**src/rtl/apb3_arbiter.sv**
```systemverilog
// apb3_arbiter: two-requester APB3 arbiter and sequencer for one shared completer.
// Owns completer PSEL/PENABLE timing and routes PREADY/PSLVERR back to the granted requester only.
module apb3_arbiter #(
    parameter int  ROUND_ROBIN    = 1,
    parameter int  TIMEOUT_CYCLES = 16,
    localparam int TO_W           = $clog2(TIMEOUT_CYCLES + 1)
) (
    input  logic pclk,
    input  logic presetn,
    input  logic s0_psel,
    input  logic s1_psel,
    output logic s0_pready,
    output logic s0_pslverr,
    output logic s1_pready,
    output logic s1_pslverr,
    output logic sel,
    output logic m_psel,
    output logic m_penable,
    input  logic m_pready,
    input  logic m_pslverr,
    output logic timeout_o
);
    // A disabled timeout still needs a legal 1-bit counter.
    localparam int            CW       = (TO_W < 1) ? 1 : TO_W;
    localparam logic [CW-1:0] CNT_LAST = CW'(TIMEOUT_CYCLES - 1);

    typedef enum logic [1:0] {
        IDLE,
        SETUP,
        ACCESS
    } state_t;

    state_t        state, state_nxt;
    logic          sel_nxt;
    logic          last_grant, last_nxt;
    logic [CW-1:0] cnt, cnt_nxt;
    logic          gpsel;
    logic          in_access;
    logic          timeout_hit;
    logic          done;
    logic          err;
    logic          winner;

    always_ff @(posedge pclk or negedge presetn) begin
        if (!presetn) begin
            state      <= IDLE;
            sel        <= 1'b0;
            last_grant <= 1'b1;
            cnt        <= '0;
        end else begin
            state      <= state_nxt;
            sel        <= sel_nxt;
            last_grant <= last_nxt;
            cnt        <= cnt_nxt;
        end
    end

    always_comb begin
        state_nxt  = state;
        sel_nxt    = sel;
        last_nxt   = last_grant;
        cnt_nxt    = cnt;
        m_psel     = 1'b0;
        m_penable  = 1'b0;

        // A granted requester that drops PSEL aborts the transfer with no response.
        gpsel       = sel ? s1_psel : s0_psel;
        in_access   = (state == ACCESS) && gpsel;
        timeout_hit = (TIMEOUT_CYCLES != 0) && in_access && !m_pready && (cnt == CNT_LAST);
        done        = in_access && (m_pready || timeout_hit);
        err         = done && (m_pslverr || timeout_hit);

        if (s0_psel && s1_psel) begin
            winner = (ROUND_ROBIN != 0) ? ~last_grant : 1'b0;
        end else begin
            winner = s1_psel;
        end

        case (state)
            IDLE: begin
                if (s0_psel || s1_psel) begin
                    state_nxt = SETUP;
                    sel_nxt   = winner;
                    last_nxt  = winner;
                end
            end
            SETUP: begin
                m_psel    = gpsel;
                cnt_nxt   = '0;
                state_nxt = gpsel ? ACCESS : IDLE;
            end
            ACCESS: begin
                m_psel    = gpsel;
                m_penable = gpsel;
                if (!gpsel || m_pready || timeout_hit) begin
                    state_nxt = IDLE;
                end else begin
                    cnt_nxt = cnt + 1'b1;
                end
            end
            default: state_nxt = IDLE;
        endcase

        s0_pready  = done && !sel;
        s1_pready  = done && sel;
        s0_pslverr = err && !sel;
        s1_pslverr = err && sel;
        timeout_o  = timeout_hit;
    end

endmodule
```
**config.mk**
```make
export PLATFORM = sky130hd
export DESIGN_NAME = apb3_arbiter
export DESIGN_NICKNAME = d
export VERILOG_FILES = /design/src/rtl/apb3_arbiter.sv
export SDC_FILE = /design/constraint.sdc
export NUM_CORES = 1
export LEC_CHECK = 0
export CAP_MARGIN = 20
export CORE_AREA = 5 5 42 44
export CTS_BUF_LIST = sky130_fd_sc_hd__clkbuf_16
export CTS_CLUSTER_DIAMETER = 50
export DETAILED_ROUTE_END_ITERATION = 10
export DIE_AREA = 0 0 47 49
export MAX_ROUTING_LAYER = met4
export PLACE_DENSITY = 0.76
export SLEW_MARGIN = 20
export SYNTH_ARGS = -nofsm -noshare
export SYNTH_HDL_FRONTEND = slang
export SYNTH_SLANG_ARGS = --single-unit
```
**constraint.sdc**
```tcl
create_clock -name pclk -period 2.1 [get_ports pclk]
set_input_delay 0.42 -clock pclk [delete_from_list [all_inputs] [get_ports pclk]]
set_output_delay 0.42 -clock pclk [all_outputs]
set_load 0.01 [all_outputs]
```
## Word-level counts from Yosys, hierarchy flattened

Cells that the tools add are included.

- Add/sub/neg operators: 1
- Equal/unequal tests: 6
- Muxes and demuxes: 10
- Bitwise operators: 1
- Reduce and logical (&&, ||, !) cells: 24

Operators with widths:

| operator | count |
|---|---|
| $logic_and A1 B1 Y1 | 10 |
| $pmux W5 S2 | 1 |
| $mux W2 | 3 |
| $pmux W2 S3 | 1 |
| $reduce_and A2 Y1 | 3 |
| $add A5 B1 Y5 const B | 1 |
| $eq A5 B4 Y1 const B | 1 |
| $logic_or A1 B1 Y1 | 5 |
| $mux W5 | 1 |
| $mux W1 | 4 |
| $ne A2 B2 Y1 const B | 2 |
| $logic_not A1 Y1 | 3 |
| $eq A2 B1 Y1 const B | 1 |
| $eq A2 B2 Y1 const B | 1 |
| $logic_not A2 Y1 | 1 |
| $ne A2 B1 Y1 const B | 1 |
| $reduce_bool A2 Y1 | 1 |
| $reduce_or A2 Y1 | 1 |
| $not A1 Y1 | 1 |

- Bits in registers: 9
- Output and inout port bits: 8
- Word-level logic and storage cells: 46

## Depth between registers and ports, before layout

- Depth after elaboration: 8
- Mapped depth: 6
- Mapped depth without buffers: 6

## Worst setup path before layout

No wires, ideal clock.

- Path type: flip-flop to flip-flop
- Start point: reg cnt[0]
- End point: reg cnt[1]
- Library setup time: 0.120 ns
- Data arrival time: 1.588 ns
- Setup slack: 0.392 ns
- Stages on the path, launching flop included: 7
- Period minus slack after synthesis: 1.708 ns
- Path through: dfrtp_1 -> ha_1 -> and3_1 -> ha_1 -> nor3b_4 -> nand2_1 -> a31o_1

- Cells in the longest elaborated chain, start to end: 5
- Elaborated cells between the ends (all ways): 8
- Classes of those cells: add/sub: 1; eq/ne: 2; mux: 2; reduce/logical: 3

RTL lines:

| what | RTL line | text |
|---|---|---|
| start: declaration | 36 | `logic [CW-1:0] cnt, cnt_nxt;` |
| start signal: assignment | 54 | `cnt <= cnt_nxt;` |
| parallel branches: the longest is 5 deep, another holds $add A5 B1 Y5 | - |  |

Several ways; the timed one is not identified. The select of a mux whose other input is x is not followed.
A chain may end at the register's enable or synchronous reset.

## Worst setup path in the final report

- Start point: reg cnt[0]
- End point: out s1_pready

- Cells in the longest elaborated chain, start to end: 5

RTL lines:

| what | RTL line | text |
|---|---|---|
| $eq A5 B4 Y1 | 69 | `timeout_hit = (TIMEOUT_CYCLES != 0) && in_access && !m_pready && (cnt == CNT_LAST);` |
| $logic_and A1 B1 Y1 | 69 |  |
| $logic_or A1 B1 Y1 | 70 | `done = in_access && (m_pready \|\| timeout_hit);` |
| $logic_and A1 B1 Y1 | 70 |  |
| $logic_and A1 B1 Y1 | 105 | `s1_pready = done && sel;` |
| end: declaration | 14 | `output logic s1_pready,` |

Every way passes these cells.

==> summary.md <==
| Metric | Value |
|---|---|
| Pin count of the biggest net entering global routing | `10` |
| Final-report setup violation count | `0` |
| First-pass DRT Iterations | `4` |
| CP Cell Sequence | `ha_2 -> and3_4 -> ha_4 -> nor2_1 -> nor2_1 -> dlygate4sd2_1` |
| Number of global-route vias before repair | `567` |
| Placed Cells incl. Taps | `97` |
| Total number of vias | `542` |
| H-tree Lvls | `1` |
| Post-Layout Cell Count | `102` |
| Clock buffer depth | `2` |
| Worst VDD drop | `1.116 mV` |
| Mapped Avg Cell Area | `9.798 um^2` |
| WL/cell | `14.51 um` |
| Starting Density | `41.25%` |
| Clock root cell | `clkbuf_16` |
| Via/cell ratio | `5.314` |
| Layout cells sized above 1 | `30.23%` |
| Worst relative slew slack | `71.70%` |
| Initial DRC count | `11` |
| Post-route cell area | `915.9 um^2` |
| Num Clock Sinks | `9` |
| Critical-path top delay cell | `dfrtp_1` |
| Dpl hpwl | `1045 um` |
| LEAKAGE | `0.4785 nW` |
| Fin nets | `98` |
| Setup CP Type | `flip-flop to primary output` |
| Total wire length | `1480 um` |
| Port Buf Inserts | `13` |
| Post-synthesis mux area share | `12.99%` |
| CP dominant cell by count | `nor2_1` |
| Max incr delay on CP | `0.39 ns` |
| Status | `complete, no violations` |
| Antenna violations before repair | `0` |
| Die W | `47 um` |
| GR Overflow Total | `0` |
| Post-Syn Area | `578.1 um^2` |
| I/O pins | `14` |
| Maximum fanout along the worst path | `4` |
| GRT Total Usage | `15.94%` |
| Register-to-register setup slack | `0.40 ns` |
| R2r endpoint | `cnt[1]$_DFFE_PN0P_` |
| Pins Over Slew Limit | `0` |
| Post-Synth XOR/XNOR Area | `0%` |
| CP startpoint kind | `flip-flop` |
| Post-route ant nets | `0` |
| Drt drc | `0` |
| Final period util | `96.68%` |
| Minimum clock period | `2.030 ns` |
| Simple-gate portion of the synthesized area | `23.81%` |
| Max cap viols | `0` |
| Global-route wire length before repair | `2539 um` |
| Main combinational cell family by area after synthesis | `simple AND/OR/NAND/NOR gates` |
| CP required | `1.68 ns` |
| Worst Tran Pin Value | `0.4231 ns` |
| # rows | `14` |
| CP bufs+invs | `1` |
| Number of antenna diodes | `0` |
| Syn-to-layout area delta | `58.44%` |
| Sequential share of the synthesized area | `39.18%` |
| Net count of the mapped netlist | `70` |
| Hold Fails Final Rpt | `0` |
| #FFs+latches synth | `9` |
| Setup Skew | `0.001669 ns` |
| Worst skew pair latency | `0.23 ns` |
| Mapped Cells | `59` |
| Pwr/cell area | `1164 nW/um^2` |
| RSZ-0062 raised after global routing | `no` |
| CTS Buf Count | `3` |
| Reg2Reg Depth | `6` |
| GP Congestion | `0.7548` |
| Top delay family on crit path | `flip-flops` |
| Post-placement cell area | `795.8 um^2` |
| Post-synthesis adder-cell area fraction | `10.82%` |
| Crit path arrival time | `1.61 ns` |
| Total die area | `2303 um^2` |
| Core ar. | `1401 um^2` |
| Yosys cell types | `21` |
| Yosys warns | `0` |
| TritonCTS clock tree | `yes` |
| CP endpoint kind | `primary output` |
| Die extent in y | `49 um` |
| Synth Area in Compound Gates | `10.61%` |
| Clock-pin slew on the worst setup and hold paths | `0.04 ns` |
| Hold buffer count at cts | `0` |
| Hold Crit Class | `primary input to asynchronous set/reset pin` |
| RR Startpoint | `cnt[0]$_DFFE_PN0P_` |
| FMAX | `0.4925 GHz` |
| Hold slack final | `0.4930 ns` |
## cells by family (layout without fill, tap and decap cells)
kind of cell               count (synthesis)  count (layout)
DFF                                        9               9
muxes                                      7               7
buffers and inverters                      4              31
AOI/OAI and AO/OA                          8               8
adders and majority gates                  5               5
and+or+nand+nor                           26              26
## final cells by class
type	instances	area (um^2)
Clock buffer	3	75.07
Clock inverter	1	3.754
Fill cell	118	485.5
Inverter	4	15.01
Multi-Input combinational cell	46	381.6
Sequential cell	9	226.5
Tap cell	16	20.02
Timing Repair Buffer	23	193.9
## stage by stage
stage | utilization [%] | worst slack (ns) | total power, mW | setup TNS (ns)
floorplan | - | 0.3919 | 0.5142 | 0
global placement | 56.79 | -0.2294 | 0.6868 | -1.189
detailed placement | 56.79 | -0.2364 | 0.7148 | -1.246
CTS | 64.20 | 0.002232 | 1.065 | 0
global route | 65.36 | 0.007497 | 1.137 | 0
finish | 65.36 | 0.06969 | 1.066 | 0
## repair_timing
item,CTS,global route
gates resized for setup,14,10
endpoints found under the setup margin,7,5
cloned,0,0
setup buffers,1,0
## cells in the final DEF, fill, tap and decap left out, types with 2 or more instances in the layout
cell,instances
a21oi_1,3
and3_1,2
buf_4,10
clkbuf_16,3
clkbuf_2,2
clkdlybuf4s15_1,2
clkdlybuf4s50_1,5
dfrtp_1,8
dlygate4sd2_1,3
ha_1,3
inv_1,5
mux2i_1,5
nand2_1,8
nand2b_1,2
nand3_1,3
nor2_1,4
nor3_1,2
## flip-flops by register name, indices dropped and copies added, names as in the netlist
signal / count
cnt: 5
state: 2
last_grant: 1
sel: 1
## power breakdown
group | total (mW) | internal (mW) | switching, mW | leakage, nW
combinational | 0.465 | 0.221 | 0.244 | 0.319
sequential | 0.269 | 0.233 | 0.0366 | 0.117
clock | 0.331 | 0.249 | 0.0825 | 0.0423
## how the worst max path moves through the flow
stage	startpoint	endpoint	cells after the start
global placement	s0_psel	timeout_o	5
CTS	cnt[0]$_DFFE_PN0P_	s1_pslverr	6
global route	cnt[0]$_DFFE_PN0P_	s1_pready	6
finish	cnt[0]$_DFFE_PN0P_	s1_pready	6
detailed placement	s1_psel	s0_pslverr	5
floorplan	cnt[0]$_DFFE_PN0P_	cnt[1]$_DFFE_PN0P_	6
## layer usage
metal	vias up	GRT usage [%]	wire, um
met4	0	6.912	32
met5	-	-	0
li1	264	-	-
met1	254	18.04	589
met3	4	3.321	93
met2	20	26.02	765
## synth_stat cells
cell	n	area [um^2]
nand2_1	9	33.78
dfrtp_1	8	200.2
mux2i_1	6	60.06
ha_1	5	62.56
inv_1	4	15.01
nor2_1	4	15.01
a21oi_1	3	15.01
and3_1	3	18.77
nand3_1	3	15.01
nand2b_1	2	12.51
nor3_1	2	10.01
a21o_2	1	8.760
a22oi_2	1	12.51
a31o_1	1	8.760
a31oi_1	1	6.260
a32o_1	1	10.01
and2_1	1	6.260
dfstp_2	1	26.28
mux2_4	1	15.01
nor3b_1	1	7.510
nor3b_4	1	18.77
Note: power is estimated with default switching activity, not from simulation.
